===== src/rtl/if_prefetch_queue_pkg.sv =====
// if_pkg: shared fetch-entry type, counter-width helper and reset PC for the prefetch front end
package if_pkg;
  localparam logic [31:0] RESET_PC_DEFAULT = 32'h1c00_0000;
  typedef struct packed {
    logic [31:0] pc;
    logic [31:0] inst;
    logic        adef;
  } fetch_entry_t;
  function automatic int cnt_width(input int n);
    return $clog2(n + 1);
  endfunction
endpackage


===== src/rtl/if_sync_fifo.sv =====
// if_sync_fifo: synchronous FIFO with clear, occupancy count and full/empty flags
module if_sync_fifo import if_pkg::*; #(
  parameter int DEPTH = 4,
  parameter int WIDTH = 32
) (
  input  logic                        clk,
  input  logic                        resetn,
  input  logic                        push_i,
  input  logic                        pop_i,
  input  logic                        clear_i,
  input  logic [WIDTH-1:0]            data_i,
  output logic [WIDTH-1:0]            data_o,
  output logic [cnt_width(DEPTH)-1:0] count_o,
  output logic                        full_o,
  output logic                        empty_o
);
  localparam int AW = DEPTH > 1 ? $clog2(DEPTH) : 1;
  localparam int CW = cnt_width(DEPTH);
  logic [WIDTH-1:0] mem_q [DEPTH];
  logic [AW-1:0] wr_q, wr_d, rd_q, rd_d;
  logic [CW-1:0] cnt_q, cnt_d;
  logic do_push, do_pop;
  function automatic logic [AW-1:0] inc(input logic [AW-1:0] p);
    return (p == AW'(DEPTH - 1)) ? '0 : p + AW'(1);
  endfunction
  assign do_push = push_i & ~full_o;
  assign do_pop  = pop_i & ~empty_o;
  assign full_o  = cnt_q == CW'(DEPTH);
  assign empty_o = cnt_q == '0;
  assign count_o = cnt_q;
  assign data_o  = mem_q[rd_q];
  // Pointer and count advance; clear discards everything, including a same-cycle push
  always_comb begin
    wr_d  = clear_i ? '0 : do_push ? inc(wr_q) : wr_q;
    rd_d  = clear_i ? '0 : do_pop ? inc(rd_q) : rd_q;
    cnt_d = clear_i ? '0 : cnt_q + CW'(do_push) - CW'(do_pop);
  end
  // Pointer and count registers
  always_ff @(posedge clk) begin
    wr_q  <= resetn ? wr_d : '0;
    rd_q  <= resetn ? rd_d : '0;
    cnt_q <= resetn ? cnt_d : '0;
  end
  // Storage needs no reset; only entries below count are ever read out
  always_ff @(posedge clk)
    if (do_push) mem_q[wr_q] <= data_i;
endmodule


===== src/rtl/if_prefetch_queue.sv =====
// if_prefetch_queue: pipelined instruction fetch with in-flight PC tracking and an instruction queue ahead of ID; define IF_ADEF_CHECK_EN to turn misaligned fetch PCs into a single adef entry
module if_prefetch_queue import if_pkg::*; #(
  parameter int          OUTSTANDING = 2,
  parameter int          FIFO_DEPTH  = 4,
  parameter logic [31:0] RESET_PC    = RESET_PC_DEFAULT
) (
  input  logic        clk,
  input  logic        resetn,
  output logic        inst_sram_en,
  output logic [31:0] inst_sram_addr,
  input  logic        inst_sram_addr_ok,
  input  logic        inst_sram_data_ok,
  input  logic [31:0] inst_sram_rdata,
  input  logic        redirect_valid,
  input  logic [31:0] redirect_pc,
  input  logic        ds_allowin,
  output logic        fs2ds_valid,
  output logic [31:0] fs2ds_pc,
  output logic [31:0] fs2ds_inst,
  output logic        fs2ds_adef
);
  localparam int CW = cnt_width(OUTSTANDING);
  localparam int FW = cnt_width(FIFO_DEPTH);
  logic [31:0] req_pc_q, req_pc_d;
  logic [CW-1:0] discard_q, discard_d, inflight;
  logic [31:0] occupancy, pcq_pc;
  logic [FW-1:0] fifo_cnt;
  logic pcq_full, pcq_empty, fifo_full, fifo_empty;
  logic accept, misaligned, adef_push, fifo_push, fifo_pop;
  fetch_entry_t fifo_in, fifo_out, head;
  // The PC queue holds exactly the accepted-but-unanswered requests, so its count is inflight
  assign occupancy      = 32'(inflight) + 32'(fifo_cnt);
  assign inst_sram_en   = resetn & ~redirect_valid & ~misaligned & (inflight < CW'(OUTSTANDING)) & (occupancy < 32'(FIFO_DEPTH));
  assign inst_sram_addr = req_pc_q;
  assign accept         = inst_sram_en & inst_sram_addr_ok;
`ifdef IF_ADEF_CHECK_EN
  logic halt_q, halt_d;
  assign misaligned = |req_pc_q[1:0];
  assign adef_push  = misaligned & ~halt_q & ~redirect_valid & (inflight == '0) & (discard_q == '0) & ~fifo_full;
  assign halt_d     = redirect_valid ? 1'b0 : halt_q | adef_push;
  // One adef entry per bad PC; fetch stays parked until a redirect
  always_ff @(posedge clk)
    halt_q <= resetn ? halt_d : 1'b0;
`else
  assign misaligned = 1'b0;
  assign adef_push  = 1'b0;
`endif
  assign fifo_push   = (inst_sram_data_ok & (discard_q == '0)) | adef_push;
  assign fifo_in     = adef_push ? '{pc: req_pc_q, inst: 32'h0, adef: 1'b1} : '{pc: pcq_pc, inst: inst_sram_rdata, adef: 1'b0};
  assign fs2ds_valid = ~fifo_empty & ~redirect_valid;
  assign fifo_pop    = fs2ds_valid & ds_allowin;
  assign head        = fifo_empty ? '0 : fifo_out;
  assign fs2ds_pc    = head.pc;
  assign fs2ds_inst  = head.inst;
  assign fs2ds_adef  = head.adef;
  // Next fetch PC and number of in-flight responses still to be thrown away
  always_comb begin
    req_pc_d  = redirect_valid ? redirect_pc : accept ? req_pc_q + 32'd4 : req_pc_q;
    discard_d = redirect_valid ? inflight - CW'(inst_sram_data_ok) : (inst_sram_data_ok && discard_q != '0) ? discard_q - CW'(1) : discard_q;
  end
  // Fetch PC and discard counter registers
  always_ff @(posedge clk) begin
    req_pc_q  <= resetn ? req_pc_d : RESET_PC;
    discard_q <= resetn ? discard_d : '0;
  end
  if_sync_fifo #(.DEPTH(OUTSTANDING), .WIDTH(32)) u_pc_queue (
    .clk(clk), .resetn(resetn),
    .push_i(accept), .pop_i(inst_sram_data_ok), .clear_i(1'b0),
    .data_i(req_pc_q), .data_o(pcq_pc),
    .count_o(inflight), .full_o(pcq_full), .empty_o(pcq_empty)
  );
  if_sync_fifo #(.DEPTH(FIFO_DEPTH), .WIDTH($bits(fetch_entry_t))) u_inst_fifo (
    .clk(clk), .resetn(resetn),
    .push_i(fifo_push), .pop_i(fifo_pop), .clear_i(redirect_valid),
    .data_i(fifo_in), .data_o(fifo_out),
    .count_o(fifo_cnt), .full_o(fifo_full), .empty_o(fifo_empty)
  );
  a_rsp_has_req: assert property (@(posedge clk) disable iff (!resetn) inst_sram_data_ok |-> !pcq_empty);
  a_pcq_no_ovf:  assert property (@(posedge clk) disable iff (!resetn) accept |-> !pcq_full);
  a_fifo_no_ovf: assert property (@(posedge clk) disable iff (!resetn) (fifo_push && !redirect_valid) |-> !fifo_full);
endmodule


===== config.mk =====
export PLATFORM = sky130hd
export DESIGN_NAME = if_prefetch_queue
export DESIGN_NICKNAME = d
export VERILOG_FILES = /design/src/rtl/if_prefetch_queue_pkg.sv /design/src/rtl/if_sync_fifo.sv /design/src/rtl/if_prefetch_queue.sv
export SDC_FILE = /design/constraint.sdc
export NUM_CORES = 1
export LEC_CHECK = 0
export CORE_AREA = 5 5 151 211
export CTS_CLUSTER_DIAMETER = 30
export DETAILED_ROUTE_END_ITERATION = 7
export DIE_AREA = 0 0 156 216
export PLACE_DENSITY = 0.75
export SLEW_MARGIN = 10
export SYNTH_ARGS = -nofsm -noshare
export SYNTH_HDL_FRONTEND = slang
export SYNTH_HIERARCHICAL = 1
export SYNTH_SLANG_ARGS = --single-unit

===== constraint.sdc =====
create_clock -name clk -period 3.05 [get_ports clk]
set_input_delay 0.4575 -clock clk [delete_from_list [all_inputs] [get_ports clk]]
set_output_delay 0.4575 -clock clk [all_outputs]
set_load 0.005 [all_outputs]

==> results of run 1 <==
## cells in the final DEF, fill, tap and decap left out, drive strengths merged, types with 6 or more instances in the layout
cell,instances
inv,42
nand4,11
edfxtp,324
or3,8
nand2,33
buf,39
mux4,65
o21ai,15
mux2,34
xnor2,6
nor2,25
nand3,24
nor2b,66
nor3,11
a21oi,22
ha,13
and2,12
clkinv,6
clkbuf,55
a31oi,12
and3,9
clkdlybuf4s50,168
dfxtp,48
## sequential cells by signal, summed over array words and instances (netlist names), named ones only
register and cells:
inst_sram_addr 32, u_pc_queue/count_o 2, u_pc_queue/rd_q 1, u_inst_fifo/mem_q 260
u_pc_queue/wr_q 1, discard_q 2, u_inst_fifo/wr_q 2, u_pc_queue/mem_q 64
u_inst_fifo/rd_q 2, u_inst_fifo/count_o 3
## metal layers
layer  up-vias  share of wire, %
met3        55               5.7
met4         0               2.6
met2       314                52
met1      4110                39
li1       3835                 -
met5         -                 0
## area by class of cell
type | count | area (sq um) | share of cell area [%]
clock buffers | 55 | 1300 | 6.84
clock inverters | 33 | 368 | 1.93
inverters | 23 | 86.3 | 0.454
flip-flops and latches | 372 | 10700 | 56.3
repair buffers | 207 | 2170 | 11.4
well taps | 385 | 482 | 2.53
multi-input cells | 429 | 3910 | 20.6
## path summary, 6_finish.rpt
path | to | cells after the start
min | inst_sram_addr[9] | 3
max | fs2ds_pc[7] | 5
max reg2reg | u_inst_fifo/count_o[2] | 12
min reg2reg | flip-flop | 2
## tightest hold or removal path: stages
cell	delay, ns
sky130_fd_sc_hd__clkdlybuf4s50_1	0.39
sky130_fd_sc_hd__nand2_1	0.06
sky130_fd_sc_hd__a21oi_1	0.05
## through the flow
| step | std cells | setup WS [ns] |
|---|---|---|
| after floorplan | 865 | 0.152 |
| final | 1504 | 0.145 |
| after detailed placement | 1411 | 0.274 |
| after CTS | 1504 | 0.0686 |
| after global routing | 1504 | 0.0229 |
| after global placement | 1411 | 0.282 |
## power breakdown
group / internal, mW / switching, mW
clock: 3.43 / 2.26
combinational: 0.359 / 0.295
sequential: 5.67 / 0.0850
## timing repair
| action | CTS | global route |
|---|---|---|
| setup buffers | 5 | 0 |
| endpoints found under the hold margin | 0 | 0 |
| endpoints found under the setup margin | 7 | 0 |
==> summary.log, run 1 <==
[clock_network] # clock sinks 372
[worst_hold_path] path category of the worst min-delay check input port to flip-flop
[sta] setup TNS 0 ns
[critical_path] Critical path buffers and inverters 3
[sta] Max Clk Rate 344 MHz
[logic_synthesis] count of yosys warnings during synthesis 6
[logic_synthesis] area of the mapped netlist 14,900 sq um
[detailed_routing] wire length after detailed routing 31,200 um
[global_routing] met2 track demand over resource 32.5%
[final_layout] fin area 19,000 sq um
[placement] IO buf count 168
[die] die area 33,700 sq um
[sta] Slew Viols, Final 0
[sta] Post-Route Skew 0.0151 ns
[sta] number of setup violations in the final report 0
[worst_hold_path] Worst Hold Launch redirect_pc[9]
[pwr] Max VDD drop 0.431 mV
[clock_network] post-CTS clock slew at the launch and capture registers of the worst setup and hold paths 0.06 ns
[critical_path] CP Max Fanout 12
[die] starting utilization of the core area 50.0%
[final_layout] Area growth syn-to-layout 27.9%
[die] number of core rows 75
[final_layout] number of diodes added for antenna fixing 0
[clock_network] htree depth 2
[global_routing] maximum number of pins on one net before global-route repair 66
[global_routing] Total GRT Usage 19.0%
[pwr] overall power after layout 12.1 mW
[global_routing] grt met3 use 3.49%
[critical_path] Worst EP required 2.59 ns
[global_routing] first-pass GRT wire length 49,600 um
[logic_synthesis] instance count of the mapped netlist 861
[logic_synthesis] Avg Synthesized Cell Area 17.3 sq um
[final_layout] layout filler cell count 2,103
[status] run status finished, final reports clean
[clock_network] clock insertion delay at the later pin of the skew report 0.55 ns
[sta] Worst Max-Slew Pin Slew 0.757 ns
[pwr] Pwr Density 636 nW/um^2
[critical_path] signal arrival time at the worst endpoint 2.45 ns
[detailed_routing] detailed-route via count 8,314
[sta] setup repair after global routing missed its margin no
[job] number of violations of the max-capacitance limit 0
[critical_path] cells along the critical path buf_4 -> buf_12 -> mux4_2 -> nor2b_1 -> clkdlybuf4s50_1
[sta] Period Utilization, post-route 95.2%
[global_routing] met1 Use GR 24.2%
[die] die height 216 um
[placement] dpl hpwl 20,100 um
[sta] minimum period implied by the final worst setup slack 2.90 ns
[critical_path] critical path's top delay family buffers and inverters
[detailed_routing] final antenna-violating net count 0
[die] Core Box Area 29,700 sq um
[final_layout] # nets final 1,165
[placement] total cell area at the placement stage 17,300 sq um
[critical_path] CP endpoint kind output pin
[detailed_routing] length of the first detailed-routing pass in iterations 5
[sta] tightest slew margin relative to the limit 49.1%
[die] boundary pin count 169
[critical_path] register-to-register path setup slack 0.53 ns
[detailed_routing] detailed-route vias per instance 5.53
[clock_network] Clock Path Buffers 3
[clock_network] CTS resizes 0
[critical_path] cell type of the slowest stage on the worst timing path sky130_fd_sc_hd__mux4_2
[clock_network] cts-stage hold buffer count 0
[global_routing] remaining global-route overflow 0
[pwr] standby leakage power 6.15 nW
[final_layout] Layout Utilization 63.9%
[critical_path] maximum single-stage delay on the critical path 0.54 ns
[clock_network] clock root buffer master sky130_fd_sc_hd__clkbuf_16
[critical_path] Worst Setup Start Kind flip-flop
[clock_network] TritonCTS clock tree yes
[die] horizontal die dimension 156 um
[global_routing] via count of the first global-routing pass 8,806
[critical_path] category of the most critical setup path flip-flop to output pin
[detailed_routing] First DRT Iteration DRCs 495
[final_layout] share of layout cells above drive strength 1 21.2%
[clock_network] number of buffers added by the clock tree synthesis step 48
[sta] Hold WS 0.464 ns
[global_routing] most used routing layer met2
[sta] Final Hold Violating Endpoints 0
[global_routing] antenna violations before repair 0
[detailed_routing] average wire per cell in the routed design 20.7 um
[placement] placer's final routability congestion estimate 0.857
[critical_path] launch point of the worst reg-to-reg path u_inst_fifo/count_o[1]
[detailed_routing] number of remaining DRC errors 0
Power figures use the tool's default switching activity.
==> run 2, diff against run 1 <==
- ABC_AREA: unset -> 1
- CORE_AREA: 5 5 151 211 -> 5 5 157 219
- DIE_AREA: 0 0 156 216 -> 0 0 162 224
- MAX_ROUTING_LAYER: unset -> met4
==> run 2 against run 1 <==
Against the previous run: register-to-register slack better by 0.24 ns; critical path depth increased by 2; core utilization shrank 0.98 points; combinational power is 21% higher; global-route usage is 0.80 points higher; sequential power grew 0.7%; synthesized cell count is 63% higher; via count up 28%; first-iteration DRC count increased by 38%; sequential share of layout area is 3.5 points lower; highest routed layer unchanged; count of clock-buffer cells in the layout grew 5; cell area grew 6.6%.
==> summary.log, run 2 <==
[status] run status finished, final reports clean
[sta] number of setup violations in the final report 0 [unchanged]
[global_routing] Total GRT Usage 19.8% [+0.80 points]
[placement] placer's final routability congestion estimate 0.868 [+1.3%]
[die] boundary pin count 169 [unchanged]
[critical_path] number of cells on the worst reg-to-reg path 12 [unchanged]
[clock_network] post-CTS clock slew at the launch and capture registers of the worst setup and hold paths 0.06 ns [about the same]
[clock_network] # clock sinks 372 [unchanged]
[job] number of violations of the max-capacitance limit 0 [unchanged]
[final_layout] number of diodes added for antenna fixing 0 [unchanged]
[logic_synthesis] count of yosys warnings during synthesis 6 [unchanged]
[clock_network] htree depth 2 [unchanged]
[critical_path] CP Max Fanout 49 [+37]
[final_layout] number of flip-flops in the largest register 260 [unchanged]
[logic_synthesis] area of the mapped netlist 16,200 sq um [+9.0%]
[pwr] Pwr Density 633 nW/um^2 [-0.50%]
[global_routing] first-pass GRT wire length 55,800 um [+12%]
[sta] minimum period implied by the final worst setup slack 2.89 ns [-0.0141 ns]
[pwr] standby leakage power 7.46 nW [+21%]
[clock_network] number of buffers added by the clock tree synthesis step 54 [+13%]
[sta] Hold WS 0.487 ns [+0.0232 ns]
[clock_network] clock root buffer master sky130_fd_sc_hd__clkbuf_16
[logic_synthesis] instance count of the mapped netlist 1,406 [+63%]
[detailed_routing] wire length after detailed routing 35,000 um [+12%]
[sta] Post-Route Skew 0.00985 ns [-0.00529 ns]
[detailed_routing] number of remaining DRC errors 0 [unchanged]
[die] Core Box Area 32,200 sq um [+8.3%]
[die] die area 36,300 sq um [+7.7%]
[clock_network] Clock Path Buffers 3 [unchanged]
[final_layout] # nets final 1,685 [+45%]
[worst_hold_path] depth of the worst hold-timing path 0 [-3]
[global_routing] antenna violations before repair 0 [unchanged]
[worst_hold_path] path category of the worst min-delay check flip-flop to flip-flop
[detailed_routing] detailed-route vias per instance 5.20 [-6.0%]
[sta] Slew Viols, Final 0 [unchanged]
[placement] dpl hpwl 22,300 um [+11%]
[clock_network] cts-stage hold buffer count 0 [unchanged]
[die] starting utilization of the core area 50.3% [+0.34 points]
[clock_network] TritonCTS clock tree yes
[placement] IO buf count 168 [unchanged]
[sta] Worst Max-Slew Pin Slew 0.659 ns [-0.0983 ns]
[critical_path] cells along the critical path inv_16 -> buf_12 -> o21ai_0 -> o22ai_2 -> inv_1 -> nor2_1 -> clkdlybuf4s50_1
[logic_synthesis] Avg Synthesized Cell Area 11.5 sq um [-33%]
[final_layout] Area growth syn-to-layout 25.1%
[critical_path] register-to-register path setup slack 0.77 ns [+0.24 ns]
[detailed_routing] First DRT Iteration DRCs 685 [+38%]
[final_layout] share of layout cells above drive strength 1 13.6% [-7.6 points]
[sta] Period Utilization, post-route 94.8% [-0.46 points]
[die] number of core rows 78 [+4.0%]
[pwr] Max VDD drop 0.519 mV [+20%]
[critical_path] maximum single-stage delay on the critical path 0.53 ns [about the same]
[detailed_routing] average wire per cell in the routed design 17.1 um [-17%]
[global_routing] remaining global-route overflow 0 [unchanged]
[final_layout] Reg with most FFs u_inst_fifo/mem_q
[critical_path] cell type of the slowest stage on the worst timing path sky130_fd_sc_hd__clkdlybuf4s50_1
[sta] Final Hold Violating Endpoints 0 [unchanged]
[final_layout] layout filler cell count 2,490 [+18%]
[final_layout] commonest non-fill, non-tap cell in the layout sky130_fd_sc_hd__edfxtp_1
[clock_network] clock insertion delay at the later pin of the skew report 0.55 ns [about the same]
[critical_path] signal arrival time at the worst endpoint 2.43 ns [-0.02 ns]
[critical_path] category of the most critical setup path flip-flop to output pin
[critical_path] Worst Setup Start Kind flip-flop
[die] horizontal die dimension 162 um [+3.8%]
[sta] Max Clk Rate 346 MHz [+0.49%]
[critical_path] CP endpoint kind output pin
[detailed_routing] length of the first detailed-routing pass in iterations 6 [+1]
[detailed_routing] detailed-route via count 10.6k [+28%]
[global_routing] maximum number of pins on one net before global-route repair 66 [unchanged]
[final_layout] most frequent cells in the layout 324 x sky130_fd_sc_hd__edfxtp_1, 261 x sky130_fd_sc_hd__nor2_1, 169 x sky130_fd_sc_hd__nand2_1
[global_routing] via count of the first global-routing pass 10.8k [+22%]
[die] die height 224 um [+3.7%]
[detailed_routing] final antenna-violating net count 0 [unchanged]
[sta] tightest slew margin relative to the limit 56.1% [+6.9 points]
[pwr] overall power after layout 12.8 mW [+6.1%]
[critical_path] Worst EP required 2.59 ns [about the same]
## run 2: per-layer routing
metal / share of wire (%) / vias to the layer above / global-route usage (%)
met4: 2.8 / 0 / 6.93
met5: 0 / - / -
met2: 54 / 287 / 35.8
met1: 39 / 5047 / 22.1
li1: - / 5227 / -
met3: 4.5 / 65 / 3.18
## run 2: report_power, final
group          total, mW  internal [mW]  switching, mW
Combinational      0.793          0.384          0.409
Clock               6.24           3.91           2.33
Sequential          5.80           5.70         0.0950
## run 2: final timing paths
check / startpoint / end
hold reg to reg: inst_sram_addr[1] / u_pc_queue/mem_q[0][1]
setup / recovery: flip-flop / fs2ds_pc[28]
hold / removal: inst_sram_addr[1] / u_pc_queue/mem_q[0][1]
setup reg to reg: u_inst_fifo/count_o[1] / u_inst_fifo/count_o[1]
## run 2: through the flow
stage	worst slack, ns	utilization (%)	instances	cell area (sq um)	setup TNS, ns
finish	0.159	63.0	2045	20300	0
global route	-0.000129	63.0	2045	20300	-0.000129
CTS	0.0236	62.9	2044	20200	0
detailed placement	0.432	56.9	1943	18300	0
global placement	0.501	56.9	1943	18300	0
floorplan	-0.927	-	1411	16200	-240.93
## run 2: cell type report
class	count	area [sq um]	area share [%]
multi-input cells	830	4560	22.5
clock inverters	40	442	2.18
clock buffers	60	1440	7.09
repair buffers	200	2090	10.3
well taps	400	500	2.47
inverters	143	556	2.74
flip-flops and latches	372	10700	52.8
## run 2: timing repair
item / 4_1_cts / 5_1_grt
buffers inserted: 1 / 1
endpoints found under the setup margin: 49 / 26
gates cloned: 0 / 0
resized for setup: 4 / 6
## run 2: worst max-delay path, delay by kind of cell, from the launching register on
family,cells,cell delay (ns)
AO/OA/AOI/OAI,2,0.23
buffers and inverters,4,1.08
flip-flops,1,0.44
AND/OR/NAND/NOR,1,0.11
==> run 3, diff against run 2 <==
- CORE_AREA: 5 5 157 219 -> 5 5 154 215
- CTS_BUF_LIST: unset -> sky130_fd_sc_hd__clkbuf_8
- DIE_AREA: 0 0 162 224 -> 0 0 159 220
- PLACE_DENSITY: 0.75 -> 0.78
==> run 3 against run 2 <==
Against the previous run: power fell by 15%; combinational power fell by 0.9%; clock skew rose by 0.021 ns; critical path depth did not move; cell area fell by 2.8%; clock power fell by 31%; non-clock buffer count rose by 3; global-route usage rose by 0.55 points; hold slack got worse by 0.056 ns; die area fell by 3.6%; highest routed layer unchanged.
==> summary.log, run 3 (synthesized netlist as in run 2, its figures left out) <==
[final_layout] layout filler cell count 2,381 [-4.4%]
[global_routing] first-pass GRT wire length 55,900 um [+0.15%]
[final_layout] Final Instance Count excl. Fillers 2,054 [+0.44%]
[worst_hold_path] path category of the worst min-delay check input port to flip-flop
[die] number of core rows 77 [-1.3%]
[placement] IO buf count 168 [unchanged]
[die] die area 35,000 sq um [-3.6%]
[critical_path] critical path capture point fs2ds_adef
[pwr] Pwr Density 551 nW/um^2 [-13%]
[detailed_routing] total met3 wirelength after detailed routing 1740 um [+10%]
[detailed_routing] final antenna-violating net count 0 [unchanged]
[sta] tightest slew margin relative to the limit 57.6% [+1.5 points]
[global_routing] antenna violations before repair 0 [unchanged]
[final_layout] # nets final 1,693 [+0.47%]
[job] number of violations of the max-capacitance limit 0 [unchanged]
[final_layout] commonest non-fill, non-tap cell in the layout sky130_fd_sc_hd__edfxtp_1
[detailed_routing] detailed-route via count 10.7k [+0.99%]
[detailed_routing] average wire per cell in the routed design 17.3 um [+1.2%]
[critical_path] CP endpoint kind output pin
[final_layout] share of layout cells above drive strength 1 13.4% [-0.17 points]
[die] boundary pin count 169 [unchanged]
[final_layout] number of diodes added for antenna fixing 0 [unchanged]
[clock_network] htree depth 2 [unchanged]
[status] run status finished, final reports clean
[final_layout] Reg with most FFs u_inst_fifo/mem_q
[critical_path] Worst Setup Start Kind flip-flop
[critical_path] signal arrival time at the worst endpoint 2.54 ns [+0.11 ns]
[final_layout] area taken by flip-flops and latches 10,700 sq um [about the same]
[clock_network] post-CTS clock slew at the launch and capture registers of the worst setup and hold paths 0.06 ns [about the same]
[detailed_routing] detailed-route vias per instance 5.22 [+0.55%]
[detailed_routing] number of remaining DRC errors 0 [unchanged]
[final_layout] area used by multi-input combinational logic 4560 sq um [unchanged]
[detailed_routing] length of the first detailed-routing pass in iterations 5 [-1]
[critical_path] CP Max Fanout 41 [-16%]
[sta] setup repair after global routing missed its margin yes
[sta] Slew Viols, Final 0 [unchanged]
[clock_network] number of buffers added by the clock tree synthesis step 59 [+9.3%]
[detailed_routing] First DRT Iteration DRCs 585 [-15%]
[placement] placed instance count 1,939 [-0.21%]
[sta] Worst Max-Slew Pin Slew 0.636 ns [-0.0224 ns]
[sta] number of setup violations in the final report 0 [unchanged]
[clock_network] cts-stage hold buffer count 0 [unchanged]
[sta] Final Hold Violating Endpoints 0 [unchanged]
[pwr] overall power after layout 10.9 mW [-15%]
[die] die height 220 um [-1.8%]
[global_routing] Total GRT Usage 20.3% [+0.55 points]
[global_routing] via count of the first global-routing pass 10.9k [+0.96%]
[critical_path] Worst EP required 2.59 ns [about the same]
[placement] placer's final routability congestion estimate 0.880 [+1.3%]
[sta] Post-Route Skew 0.0308 ns [+0.0209 ns]
[clock_network] clock root buffer master sky130_fd_sc_hd__clkbuf_8
[final_layout] Layout Utilization 63.3% [+0.39 points]
[sta] Period Utilization, post-route 98.4% [+3.6 points]
[detailed_routing] highest routed metal layer met4
[critical_path] register-to-register path setup slack 0.73 ns [-0.04 ns]
[detailed_routing] wire length after detailed routing 35,600 um [+1.7%]
[die] Core Box Area 31,100 sq um [-3.4%]
[die] starting utilization of the core area 52.1% [+1.8 points]
[global_routing] maximum number of pins on one net before global-route repair 66 [unchanged]
[global_routing] remaining global-route overflow 0 [unchanged]
[pwr] Max VDD drop 0.324 mV [-38%]
[sta] Max Clk Rate 333 MHz [-3.7%]
[critical_path] critical register-to-register path endpoint u_inst_fifo/count_o[1]
[die] horizontal die dimension 159 um [-1.9%]
[final_layout] number of flip-flops in the largest register 260 [unchanged]
[clock_network] Clock Path Buffers 3 [unchanged]
[clock_network] # clock sinks 372 [unchanged]
[clock_network] clock insertion delay at the later pin of the skew report 0.62 ns [+0.07 ns]
[final_layout] most frequent cells in the layout 324 x sky130_fd_sc_hd__edfxtp_1, 261 x sky130_fd_sc_hd__nor2_1, 169 x sky130_fd_sc_hd__nand2_1
[critical_path] category of the most critical setup path flip-flop to output pin
[detailed_routing] met2 wire len 19,200 um [+1.5%]
[pwr] standby leakage power 7.25 nW [-2.8%]
[clock_network] TritonCTS clock tree yes
[sta] minimum period implied by the final worst setup slack 3.00 ns [+0.110 ns]
[sta] setup TNS 0 ns [unchanged]
[placement] dpl hpwl 22,600 um [+1.2%]
[critical_path] number of cells on the worst reg-to-reg path 12 [unchanged]
[critical_path] launch point of the worst reg-to-reg path u_inst_fifo/count_o[1]
[final_layout] Area growth syn-to-layout 21.6%
[detailed_routing] DRT met1 WL 13,700 um [+1.1%]
## run 3: what timing repair did
action                                  4_1_cts  5_1_grt
resized for setup                             7        9
gates cloned                                  1        1
pin swaps                                     0        0
setup buffers                                 2        0
endpoints found under the setup margin       56       39
## run 3: worst min-delay path by stage
stage	from	end	depth (start not counted)	slack, ns
finish	redirect_pc[8]	inst_sram_addr[8]	3	0.43
CTS	redirect_pc[8]	inst_sram_addr[8]	3	0.38
floorplan	inst_sram_addr[0]	u_pc_queue/mem_q[0][0]	0	0.47
global route	redirect_pc[8]	inst_sram_addr[8]	3	0.42
global placement	u_pc_queue/rd_q	u_pc_queue/rd_q	2	0.49
detailed placement	inst_sram_addr[1]	u_pc_queue/mem_q[0][1]	0	0.48
## run 3: metrics by stage
step | setup WS, ns | area [sq um] | hold WS [ns]
3_5_place_dp | 0.480 | 18300 | 0.476
5_1_grt | -0.0414 | 19700 | 0.419
3_3_place_gp | 0.538 | 18300 | 0.487
4_1_cts | 0.00558 | 19700 | 0.379
6_report | 0.0497 | 19700 | 0.431
2_1_floorplan | -0.927 | 16200 | 0.466
## run 3: where the power goes
part,switching (mW),internal [mW],total (mW)
registers,0.0968,5.70,5.80
logic,0.407,0.378,0.786
clock network,1.97,2.31,4.28
total,2.47,8.39,10.9
## run 3: final cells by class
type / instances / area share (%)
well taps: 395 / 2.51
inverters: 143 / 2.80
flip-flops and latches: 372 / 54.3
multi-input cells: 830 / 23.1
clock buffers: 60 / 4.19
clock inverters: 51 / 2.02
repair buffers: 203 / 11.1
## run 3: critical path, stage by stage (launching register included)
cell and delay (ns):
sky130_fd_sc_hd__dfxtp_4 0.40, sky130_fd_sc_hd__inv_12 0.20, sky130_fd_sc_hd__buf_16 0.27, sky130_fd_sc_hd__o21ai_0 0.14
sky130_fd_sc_hd__o22ai_2 0.10, sky130_fd_sc_hd__inv_1 0.06, sky130_fd_sc_hd__nor2_1 0.19, sky130_fd_sc_hd__clkdlybuf4s50_1 0.55
## run 3: metal layers
layer	track usage, %	up-vias
met3	3.05	78
met4	7.57	0
li1	-	5242
met1	22.2	5084
met5	-	-
met2	37.6	327
